--- config.mk ---
export PLATFORM = sky130hd
export DESIGN_NAME = ac_e_register
export DESIGN_NICKNAME = d
export VERILOG_FILES = /design/src/rtl/basic_computer_pkg.sv /design/src/rtl/ac_e_register.sv
export SDC_FILE = /design/constraint.sdc
export NUM_CORES = 1
export LEC_CHECK = 0
export ABC_AREA = 1
export ABC_CLOCK_PERIOD_IN_PS = 1500
export BUFFER_PORTS_ARGS = -buffer_cell sky130_fd_sc_hd__buf_2
export CAP_MARGIN = 20
export CORE_ASPECT_RATIO = 0.75
export CORE_MARGIN = 2
export CORE_UTILIZATION = 50
export CTS_BUF_LIST = sky130_fd_sc_hd__clkbuf_16
export CTS_CLUSTER_DIAMETER = 80
export DETAILED_ROUTE_END_ITERATION = 7
export PLACE_DENSITY = 0.8
export REMOVE_ABC_BUFFERS = 1
export SLEW_MARGIN = 0
export SYNTH_ARGS = -nofsm -noshare
export SYNTH_HDL_FRONTEND = slang
export SYNTH_SLANG_ARGS = --single-unit
--- constraint.sdc ---
create_clock -name clk -period 1.5 [get_ports clk]
set_input_delay 0.075 -clock clk [delete_from_list [all_inputs] [get_ports clk]]
set_output_delay 0.075 -clock clk [all_outputs]
set_load 0.1 [all_outputs]
--- src/rtl/basic_computer_pkg.sv ---
// Shared definitions for the basic computer datapath: data width and the
// register-reference op encoding used by the AC/E register stage.
package basic_computer_pkg;

  localparam int WIDTH = 16;

  typedef enum logic [3:0] {
    OP_NOP  = 4'd0,
    OP_LDAE = 4'd1,
    OP_LDA  = 4'd2,
    OP_CLA  = 4'd3,
    OP_CLE  = 4'd4,
    OP_CMA  = 4'd5,
    OP_CME  = 4'd6,
    OP_CIR  = 4'd7,
    OP_CIL  = 4'd8,
    OP_INC  = 4'd9
  } op_e;

  // Codes above this value are illegal and only raise op_err.
  localparam logic [3:0] OP_LAST_LEGAL = 4'd9;

  function automatic logic op_is_legal(input logic [3:0] op);
    return op <= OP_LAST_LEGAL;
  endfunction

endpackage

--- src/rtl/ac_e_register.sv ---
// Accumulator and E flip-flop stage: loads ALU results, runs the
// register-reference ops on AC/E and drives the skip-condition flags.
module ac_e_register #(
  parameter int WIDTH = basic_computer_pkg::WIDTH
) (
  input  logic             clk,
  input  logic             rst_n,
  input  logic             op_valid,
  input  logic [3:0]       op,
  input  logic [WIDTH-1:0] alu_result,
  input  logic             alu_e,
  output logic [WIDTH-1:0] ac,
  output logic             e,
  output logic             flag_zero,
  output logic             flag_neg,
  output logic             flag_e_zero,
  output logic             op_done,
  output logic             op_err
);
  import basic_computer_pkg::*;

  logic [WIDTH-1:0] ac_q, ac_d;
  logic             e_q, e_d;
  logic             op_done_q, op_done_d;
  logic             op_err_q, op_err_d;

  always_comb begin
    ac_d      = ac_q;
    e_d       = e_q;
    op_done_d = 1'b0;
    op_err_d  = 1'b0;
    if (op_valid) begin
      if (!op_is_legal(op)) begin
        op_err_d = 1'b1;
      end else begin
        op_done_d = 1'b1;
        case (op_e'(op))
          OP_LDAE: {e_d, ac_d} = {alu_e, alu_result};
          OP_LDA:  ac_d = alu_result;
          OP_CLA:  ac_d = '0;
          OP_CLE:  e_d = 1'b0;
          OP_CMA:  ac_d = ~ac_q;
          OP_CME:  e_d = ~e_q;
          // Rotates run through E as one WIDTH+1 bit ring.
          OP_CIR:  {ac_d, e_d} = {e_q, ac_q};
          OP_CIL:  {e_d, ac_d} = {ac_q, e_q};
          OP_INC:  ac_d = ac_q + WIDTH'(1);
          default: ;
        endcase
      end
    end
  end

  always_ff @(posedge clk or negedge rst_n) begin
    if (!rst_n) begin
      ac_q      <= '0;
      e_q       <= 1'b0;
      op_done_q <= 1'b0;
      op_err_q  <= 1'b0;
    end else begin
      ac_q      <= ac_d;
      e_q       <= e_d;
      op_done_q <= op_done_d;
      op_err_q  <= op_err_d;
    end
  end

  assign ac          = ac_q;
  assign e           = e_q;
  assign op_done     = op_done_q;
  assign op_err      = op_err_q;
  assign flag_zero   = (ac_q == '0);
  assign flag_neg    = ac_q[WIDTH-1];
  assign flag_e_zero = ~e_q;

endmodule

==> results.ini, run 1 <==
[run_status]
status=finished, violations left
violations=negative setup slack

[sta]
slew_headroom_pct=67.6
fin_crit_sh_pct=105
worst_pin_slew_ns=0.490
tns_ns=-0.0773
grt_setup_unrepaired=yes
worst_slack_ns=-0.0756
min_period_ns=1.58
hold_viol=0
fmax_mhz=635
finalSetupViolations=2
fin_worst_skew_ns=0.00431
finalMaxSlewViolations=0

[yosys]
async_reset_ff_share_pct=100
synth_top_area_cell=dfrtp_1
avgSynthCellArea_um2=5.50
synthTopCellsByCount=120 x nand2_1, 63 x nor2_1, 37 x inv_1, 29 x nand3_1, 19 x dfrtp_1
yosys.area.top_type_share_pct=25.6
yosysWarnings=0
syn-instance-count=338
yosys.area_share.simple_pct=52.1
yosys_most_used_dff=dfrtp_1
ys_seq_area_share_pct=25.6
synth_compound_area_share_pct=9.56
synth_xor_area_share_pct=0
ys_ff_latch=19
synthAdderAreaFrac_pct=1.35
synth-edff-count=0
synth_top_family_by_area=simple AND/OR/NAND/NOR gates
syn_area_um2=1860
synth_most_common_cell=nand2_1
synth.area.mux_share_pct=0
synthDistinctLibCells=24
synth_area_leaders=dfrtp_1 26%, nand2_1 24%, nor2_1 13%

[setup_path]
start_kind=register
cp.arrival_ns=1.50
r2r-start=ac[1]$_DFFE_PN0P_
cpPeakStageDelay_ns=0.42
critPathSlowestCell=dfrtp_2
worstPathCellList=inv_1 > nand3_1 > nor4_2 > buf_4 > buf_12
worstPathRequired_ns=1.42
reg2reg_depth=7
critical-path-top-delay-family=flip-flops
critPathBufInv=3
crit_path_end_kind=output port
crit_type=reg2out
r2r-end=ac[2]$_DFFE_PN0P_
path_max_fanout=2
r2r_slack_ns=0

[clock_tree]
clock_latency_ns=0.25
clock-sinks=19
cts_made_buffers=3
cts_root_buffer=clkbuf_16
cts_tree=built
clk_path_buf_depth=2
clkTransAtPathRegs_ns=0.06
htreeDepth=1

[layout]
regArea_um2=487
multi_input_area_um2=1240
synthToLayoutAreaGrowth_pct=39.5
fin_nets=445
finish.utilization_pct=71.7
fillers=320
stdcell_count=470
fin_area_um2=2590
antenna_cells=0
drive_above_1_share_pct=30.6

[die]
die_h_um=56.8
dieArea_um2=4220
io_pins=46
start_util_pct=51.4
core_area_um2=3610
die_w_um=74.4
rows=19

[route]
viasPerCell=5.34
via_count=2508
dr.pass1.iters=7
drtIter0Drc=276
drc_errors=0
routed_wl_mm=6.17
ant_nets=0
drt-wirelength-per-cell_um=13.1

[grt]
grt.total_usage_pct=30.6
antenna_found_initial=0
gr-total-overflow=0
grt_pass1_wl_mm=10.2
grt_pass1_vias=2312
grt_max_degree=20

[place]
hpwlAfterDp_mm=4.31
detailed_place.area_um2=2310
place_inst=450
port-buffer-count=45
place_ws_ns=-0.0786
globalplace.congestion=0.945

[worst_hold_path]
holdPathStages=3
min-delay-path-class=in2reg
worst_hold_path.endpoint=op_err$_DFF_PN0_
min-delay-start=op_valid

[pwr]
peakVddDrop_uv=1220
cellLeakagePower_nw=1.34
powerDensity_nw_per_um2=1180

[run]
maxCapViolCount=0

-- how the worst max path moves through the flow --
stage,depth (start not counted),start,to,slack (ns)
CTS,6,ac[1]$_DFFE_PN0P_,flag_zero,-0.05
finish,5,ac[10]$_DFFE_PN0P_,flag_zero,-0.08
global placement,6,ac[1]$_DFFE_PN0P_,flag_zero,-0.08
detailed placement,6,ac[1]$_DFFE_PN0P_,flag_zero,-0.08
global route,6,ac[0]$_DFFE_PN0P_,flag_zero,-0.13
floorplan,3,ac[15]$_DFFE_PN0P_,flag_zero,-2.96
-- registers in the layout (all words and copies together) (netlist names) --
signal,cells
ac,16
e,1
op_done,1
op_err,1
-- worst min-delay path: cells and delay by family --
kind | cells | cell delay [ns]
buf+inv | 2 | 0.16
simple gates | 1 | 0.05
-- final cells by class --
cell class              count  area share (%)
multi-input cells         269            48.0
repair buffers             87            22.0
flip-flops and latches     19            18.8
inverters                  39            5.65
clock buffers               3            2.90
well taps                  52            2.51
clock inverters             1           0.145
-- cells by family after synthesis --
family,count (synthesis)
adder cells (fa/ha/maj),2
buffers and inverters,50
AND/OR/NAND/NOR,235
AO/OA/AOI/OAI,32
flip-flops,19
-- where the power goes --
part	switching [mW]	total, mW	internal (mW)	leakage (nW)
Sequential	0.0941	0.706	0.612	0.226
Clock	0.197	0.552	0.355	0.0423
Combinational	1.34	1.81	0.467	1.07
Total	1.63	3.06	1.43	1.34
-- stage by stage --
stage | total power, mW | hold WS (ns)
floorplan | 1.87 | -0.221
global placement | 2.28 | 0.0535
detailed placement | 2.29 | 0.0537
CTS | 2.99 | 0.0758
global route | 3.22 | 0.0913
finish | 3.06 | 0.0714
-- per-layer routing --
| metal | global-route usage, % | wire length, µm |
|---|---|---|
| met4 | 7.40 | 84 |
| met1 | 44.3 | 2750 |
| met3 | 7.36 | 607 |
| met2 | 45.6 | 2730 |
| met5 | 0 | 0 |
-- placed cells by master (no fill, tap or decap), drive strengths merged, types with 2 or more instances in the layout --
cell type  netlist  routed
nor2            66      66
inv             39      40
o211ai           4       4
nand2          122     122
nand3           29      29
buf              9      86
nor3             6       6
o22ai            3       3
o21ai           20      20
nand4           10      10
clkbuf           2       3
ha               2       2
a21oi            5       5
dfrtp           19      19
-- timing repair --
item	in CTS	in global routing
hold endpoints to repair	19	0
hold buffers	1	0
pin swaps	4	1
setup buffers	15	1
endpoints found under the setup margin	2	14
gates resized for setup	21	18
No activity file was read; power rests on OpenSTA's default activity.
==> run 2: changes to the inputs <==
--- a/config.mk
+++ b/config.mk
@@ -12,9 +12,9 @@
 export CORE_ASPECT_RATIO = 0.75
 export CORE_MARGIN = 2
-export CORE_UTILIZATION = 50
+export CORE_UTILIZATION = 40
 export CTS_BUF_LIST = sky130_fd_sc_hd__clkbuf_16
 export CTS_CLUSTER_DIAMETER = 80
 export DETAILED_ROUTE_END_ITERATION = 7
-export PLACE_DENSITY = 0.8
+export PLACE_DENSITY = 0.67
 export REMOVE_ABC_BUFFERS = 1
 export SLEW_MARGIN = 0
==> constraint.sdc (replaced) <==
create_clock -name clk -period 1.5 [get_ports clk]
set_input_delay 0.3 -clock clk [delete_from_list [all_inputs] [get_ports clk]]
set_output_delay 0.3 -clock clk [all_outputs]
set_load 0.1 [all_outputs]
==> run 2 against run 1 <==
  * The run ends with negative hold slack, negative setup slack left
  * Combinational power grew 29%
  * Setup slack lost 0.22 ns
  * Count of clock-buffer cells in the layout is the same
  * Wire length is 24% higher
  * Critical path depth is the same
  * Clock power is 6.2% higher
  * Die area is 23% higher
  * Register-to-register slack worse by 0.22 ns
  * Hold slack got worse by 0.086 ns
  * Utilization down 2.6 points
  * Critical endpoint unchanged
==> results.ini, run 2 (synthesis results as in run 1) <==
[run_status]
status=finished, violations left
violations=negative hold slack, negative setup slack

[clock_tree]
cts_made_buffers=3
cts_hold_buffers=0
clkTransAtPathRegs_ns=0.06
clock-sinks=19
cts_root_buffer=clkbuf_16
htreeDepth=1
clock_latency_ns=0.26
clk_path_buf_depth=2
cts_tree=built

[layout]
fin_nets=459
largest_reg_flops=16
antenna_cells=0
fillers=360
drive_above_1_share_pct=36.6
layout_commonest_cell=nand2_1
mostFrequentLayoutCells=112 x nand2_1, 57 x nor2_1, 48 x buf_4
stdcell_count=489
synthToLayoutAreaGrowth_pct=66.2
finish.utilization_pct=69.1

[setup_path]
crit_type=reg2out
crit_path_end_kind=output port
path_max_fanout=2
start_kind=register
worstPathRequired_ns=1.20
cp.arrival_ns=1.50

[sta]
min_period_ns=1.80
finalMaxSlewViolations=0
slew_headroom_pct=60.2
fin_worst_skew_ns=0.00521
fmax_mhz=557
finalSetupViolations=12
tns_ns=-1.33
worst_pin_slew_ns=0.595
fin_crit_sh_pct=120
hold_viol=19
grt_setup_unrepaired=yes
fin_hold_ws_ns=-0.0147
worst_slack_ns=-0.296

[route]
drtIter0Drc=434
viasPerCell=5.62
routed_wl_mm=7.62
drc_errors=0
dr.pass1.iters=6
ant_nets=0
via_count=2747
drt-wirelength-per-cell_um=15.6

[pwr]
powerDensity_nw_per_um2=1160
clockPowerShare_pct=16.3
cellLeakagePower_nw=1.53
switching_share_pct=50.7
pwr-share-seq_pct=18.6
combPwrFrac_pct=65.1
internal_power_mw=1.77
peakVddDrop_uv=952
p_switching_mw=1.82

[die]
dieArea_um2=5210
rows=21
io_pins=46
start_util_pct=41.6
core_area_um2=4470
die_w_um=82.7
die_h_um=63.0

[grt]
antenna_found_initial=0
grt.total_usage_pct=26.7
gr-total-overflow=0
grt_max_degree=27
grt_pass1_wl_mm=10.8
grt_pass1_vias=2301

[place]
globalplace.congestion=0.964
port-buffer-count=45
place_inst=473
hpwlAfterDp_mm=4.75

[run]
maxCapViolCount=0

[worst_hold_path]
min-delay-path-class=in2async

==> run 2: cell count changes in the layout (fill, tap and decap cells not counted), sizes merged <==
cell	delta
buf	+11
clkbuf	+4
inv	-1
dlygate4sd3	-1
clkinv	+1
==> run 2: area by class of cell <==
type	instances	area (µm²)	share of cell area, %
multi-input combinational	269	1360	44.1
timing repair buffer	101	946	30.6
sequential	19	477	15.4
inverter	39	151	4.90
clock buffer	3	75.1	2.43
tap	57	71.3	2.31
clock inverter	1	5.00	0.162
==> run 2: repair_timing <==
item | in CTS | in global routing
endpoints found under the setup margin | 9 | 18
cloned | 0 | 0
resized for setup | 17 | 53
setup buffers | 6 | 6
pin swaps | 5 | 15
==> run 2: path summary, 6_finish.rpt <==
| kind | startpoint | end | slack, ns | cells past startpoint |
|---|---|---|---|---|
| setup / recovery | ac[2]$_DFFE_PN0P_ | flag_zero | -0.30 | 5 |
| hold / removal | rst_n | ac[0]$_DFFE_PN0P_ | -0.01 | 1 |
| setup reg to reg | ac[0]$_DFFE_PN0P_ | ac[14]$_DFFE_PN0P_ | -0.22 | 12 |
| hold reg to reg | e$_DFFE_PN0P_ | e$_DFFE_PN0P_ | 0.60 | 2 |
| max in group asynchronous | rst_n | ac[2]$_DFFE_PN0P_ | 1.17 | 1 |
| min in group clk | op_valid | op_err$_DFF_PN0_ | 0.29 | 3 |
==> run 2: through the flow <==
step / worst slack [ns] / cell area, µm² / power, mW
floorplan: -3.19 / 1790 / 1.87
global placement: -0.0732 / 2680 / 2.69
detailed placement: -0.164 / 2680 / 2.71
CTS: -0.267 / 2850 / 3.38
global route: -0.369 / 3090 / 3.74
finish: -0.296 / 3090 / 3.59
==> run 2: per-layer routing <==
metal	share of wire [%]	wire (µm)	vias up	GRT usage [%]
li1	-	-	1258	-
met1	40	3080	1221	38.5
met2	44	3380	214	39.5
met3	10	792	54	5.06
met4	4.8	363	0	8.61
met5	0	0	-	0
==> run 2: power groups by stage <==
stage	combinational, mW	sequential [mW]	clock, mW
after global routing	2.45	0.678	0.618
after CTS	2.13	0.660	0.589
after floorplan	0.445	1.42	0
final	2.34	0.668	0.586
after global placement	2.01	0.677	0
after detailed placement	2.03	0.681	0
==> run 2: critical path, cell delays in order (launching register included) <==
cell,delay [ns]
dfrtp_2,0.41
inv_1,0.08
nand4_1,0.14
nor4_2,0.28
buf_4,0.16
buf_12,0.16
==> run 3: changes to the inputs <==
- ABC_AREA: 1 -> unset
==> run 3 against run 2 <==
  * The flow finishes with violations (negative setup slack)
  * Non-clock buffer count rose by 20
  * Hold slack improved by 0.021 ns
  * Count of clock-buffer cells in the layout did not move
  * Wire length fell by 1.1%
  * Sequential share of layout area fell by 0.57 points
  * Final area rose by 4.4%
  * Via count fell by 6.8%
  * Fmax fell by 3.1%
  * Critical path depth did not move
  * Die area rose by 2.6%
  * Clock skew rose by 0.0011 ns
  * Register-to-register slack got worse by 0.05 ns
  * Critical path type unchanged
  * Highest routed layer unchanged
==> results.ini, run 3 <==
[sta]
tns_ns=-1.84
finalMaxSlewViolations=0
fin_hold_ws_ns=0.00637
fin_crit_sh_pct=124
worst_pin_slew_ns=0.510
fmax_mhz=540
finalSetupViolations=13
min_period_ns=1.85
slew_headroom_pct=66.0
hold_viol=0
worst_slack_ns=-0.353
fin_worst_skew_ns=0.00635
grt_setup_unrepaired=yes

[setup_path]
reg2reg_depth=9
r2r-end=ac[12]$_DFFE_PN0P_
worstPathRequired_ns=1.20
r2r-start=ac[0]$_DFFE_PN0P_
cp.arrival_ns=1.55
crit_path_end_kind=output port
r2r_slack_ns=-0.27
crit_type=reg2out
start_kind=register
path_max_fanout=2

[pwr]
power.total_mw=4.10
powerDensity_nw_per_um2=1270
cellLeakagePower_nw=1.41
peakVddDrop_uv=773

[die]
start_util_pct=42.2
io_pins=46
die_w_um=83.8
dieArea_um2=5350
die_h_um=63.8
rows=21
core_area_um2=4520

[route]
ant_nets=0
drt-wirelength-per-cell_um=18.4
via_count=2560
routed_wl_mm=7.53
drc_errors=0
drtIter0Drc=277
viasPerCell=6.24
dr.pass1.iters=5

[place]
globalplace.congestion=0.933
hpwlAfterDp_mm=4.86
detailed_place.area_um2=2860
port-buffer-count=45

[layout]
synthToLayoutAreaGrowth_pct=68.8
layout_commonest_cell=buf_4
fin_nets=380
largest_reg_flops=16
antenna_cells=0
drive_above_1_share_pct=45.3
mostFrequentLayoutCells=69 x buf_4, 26 x buf_2, 22 x a21oi_1, 22 x buf_12, 19 x nand2_1
fin_area_um2=3220

[clock_tree]
htreeDepth=1
cts_root_buffer=clkbuf_16
cts_tree=built
clock_latency_ns=0.26
clock-sinks=19
clk_path_buf_depth=2
cts_made_buffers=3
cts_hold_buffers=0
clkTransAtPathRegs_ns=0.06

[yosys]
synth_top_area_cell=dfrtp_1
synth_most_common_cell=o21ai_0
syn-instance-count=258
ys_ff_latch=19
synth_area_leaders=dfrtp_1 25%, o21ai_0 8.7%, a21oi_1 5.8%
syn_area_um2=1910
synth-edff-count=0
async_reset_ff_share_pct=100
yosys_most_used_dff=dfrtp_1
avgSynthCellArea_um2=7.40
synthTopCellsByCount=33 x o21ai_0, 22 x a21oi_1, 21 x nand2_1, 19 x buf_2, 19 x dfrtp_1
synthDistinctLibCells=55
yosys.area.top_type_share_pct=24.9
ys_seq_area_share_pct=24.9
yosysWarnings=0

[grt]
gr-total-overflow=0
grt.total_usage_pct=27.9
grt_pass1_wl_mm=12.1
grt_pass1_vias=2412
grt_max_degree=20
antenna_found_initial=0

[run_status]
violations=negative setup slack
status=finished, violations left

[worst_hold_path]
min-delay-path-class=in2async

[run]
maxCapViolCount=0

[run 3: cell families after synthesis]
family	synth area share, %
buf+inv	10.2
fa+ha+maj	1.31
compound gates	35.1
flops	24.9
mux	1.11
xor+xnor	3.21
simple gates	24.2
[run 3: metrics by stage]
| step | setup slack, ns | instances | util (%) |
|---|---|---|---|
| final | -0.353 | 410 | 71.3 |
| after global routing | -0.388 | 410 | 71.3 |
| after CTS | -0.275 | 409 | 69.5 |
| after detailed placement | -0.205 | 395 | 63.4 |
| after global placement | -0.197 | 395 | 63.4 |
| after floorplan | -1.25 | 228 | - |
[run 3: power by group]
| part | leakage [nW] | internal, mW | switching (mW) |
|---|---|---|---|
| Clock | 0.0409 | 0.358 | 0.218 |
| Sequential | 0.230 | 0.623 | 0.138 |
| Combinational | 1.14 | 1.05 | 1.71 |
[run 3: how the worst max path moves through the flow]
stage                        from                  to  slack [ns]
2_1_floorplan  ac[15]$_DFFE_PN0P_           flag_zero       -1.25
4_1_cts         ac[0]$_DFFE_PN0P_           flag_zero       -0.27
3_5_place_dp    ac[0]$_DFFE_PN0P_           flag_zero       -0.20
6_report        ac[1]$_DFFE_PN0P_           flag_zero       -0.35
3_3_place_gp                op[3]  ac[12]$_DFFE_PN0P_       -0.20
5_1_grt         ac[0]$_DFFE_PN0P_           flag_zero       -0.39
[run 3: critical path: stages, from the launching register on]
cell and delay [ns]:
dfrtp_1 0.39, inv_2 0.08, ha_4 0.13, nor4b_4 0.24, and4_4 0.28, buf_12 0.17
[run 3: cell type report]
type	instances	area, µm²
clock buffer	3	75.1
clock inverter	1	5.00
fill	332	1300
inverter	11	41.3
multi-input combinational	198	1420
sequential	19	479
tap	57	71.3
timing repair buffer	121	1130
[run 3: routing by layer]
layer	up-vias	GRT usage [%]	wire (µm)
li1	1152	-	-
met1	1206	37.2	3020
met2	182	46.1	3600
met3	20	6.07	787
met4	0	7.46	121
met5	-	0	0
[run 3: timing repair]
item,CTS,global route
buffers inserted,10,1
resized for setup,35,23
endpoints found under the setup margin,9,17
pin swaps,10,7
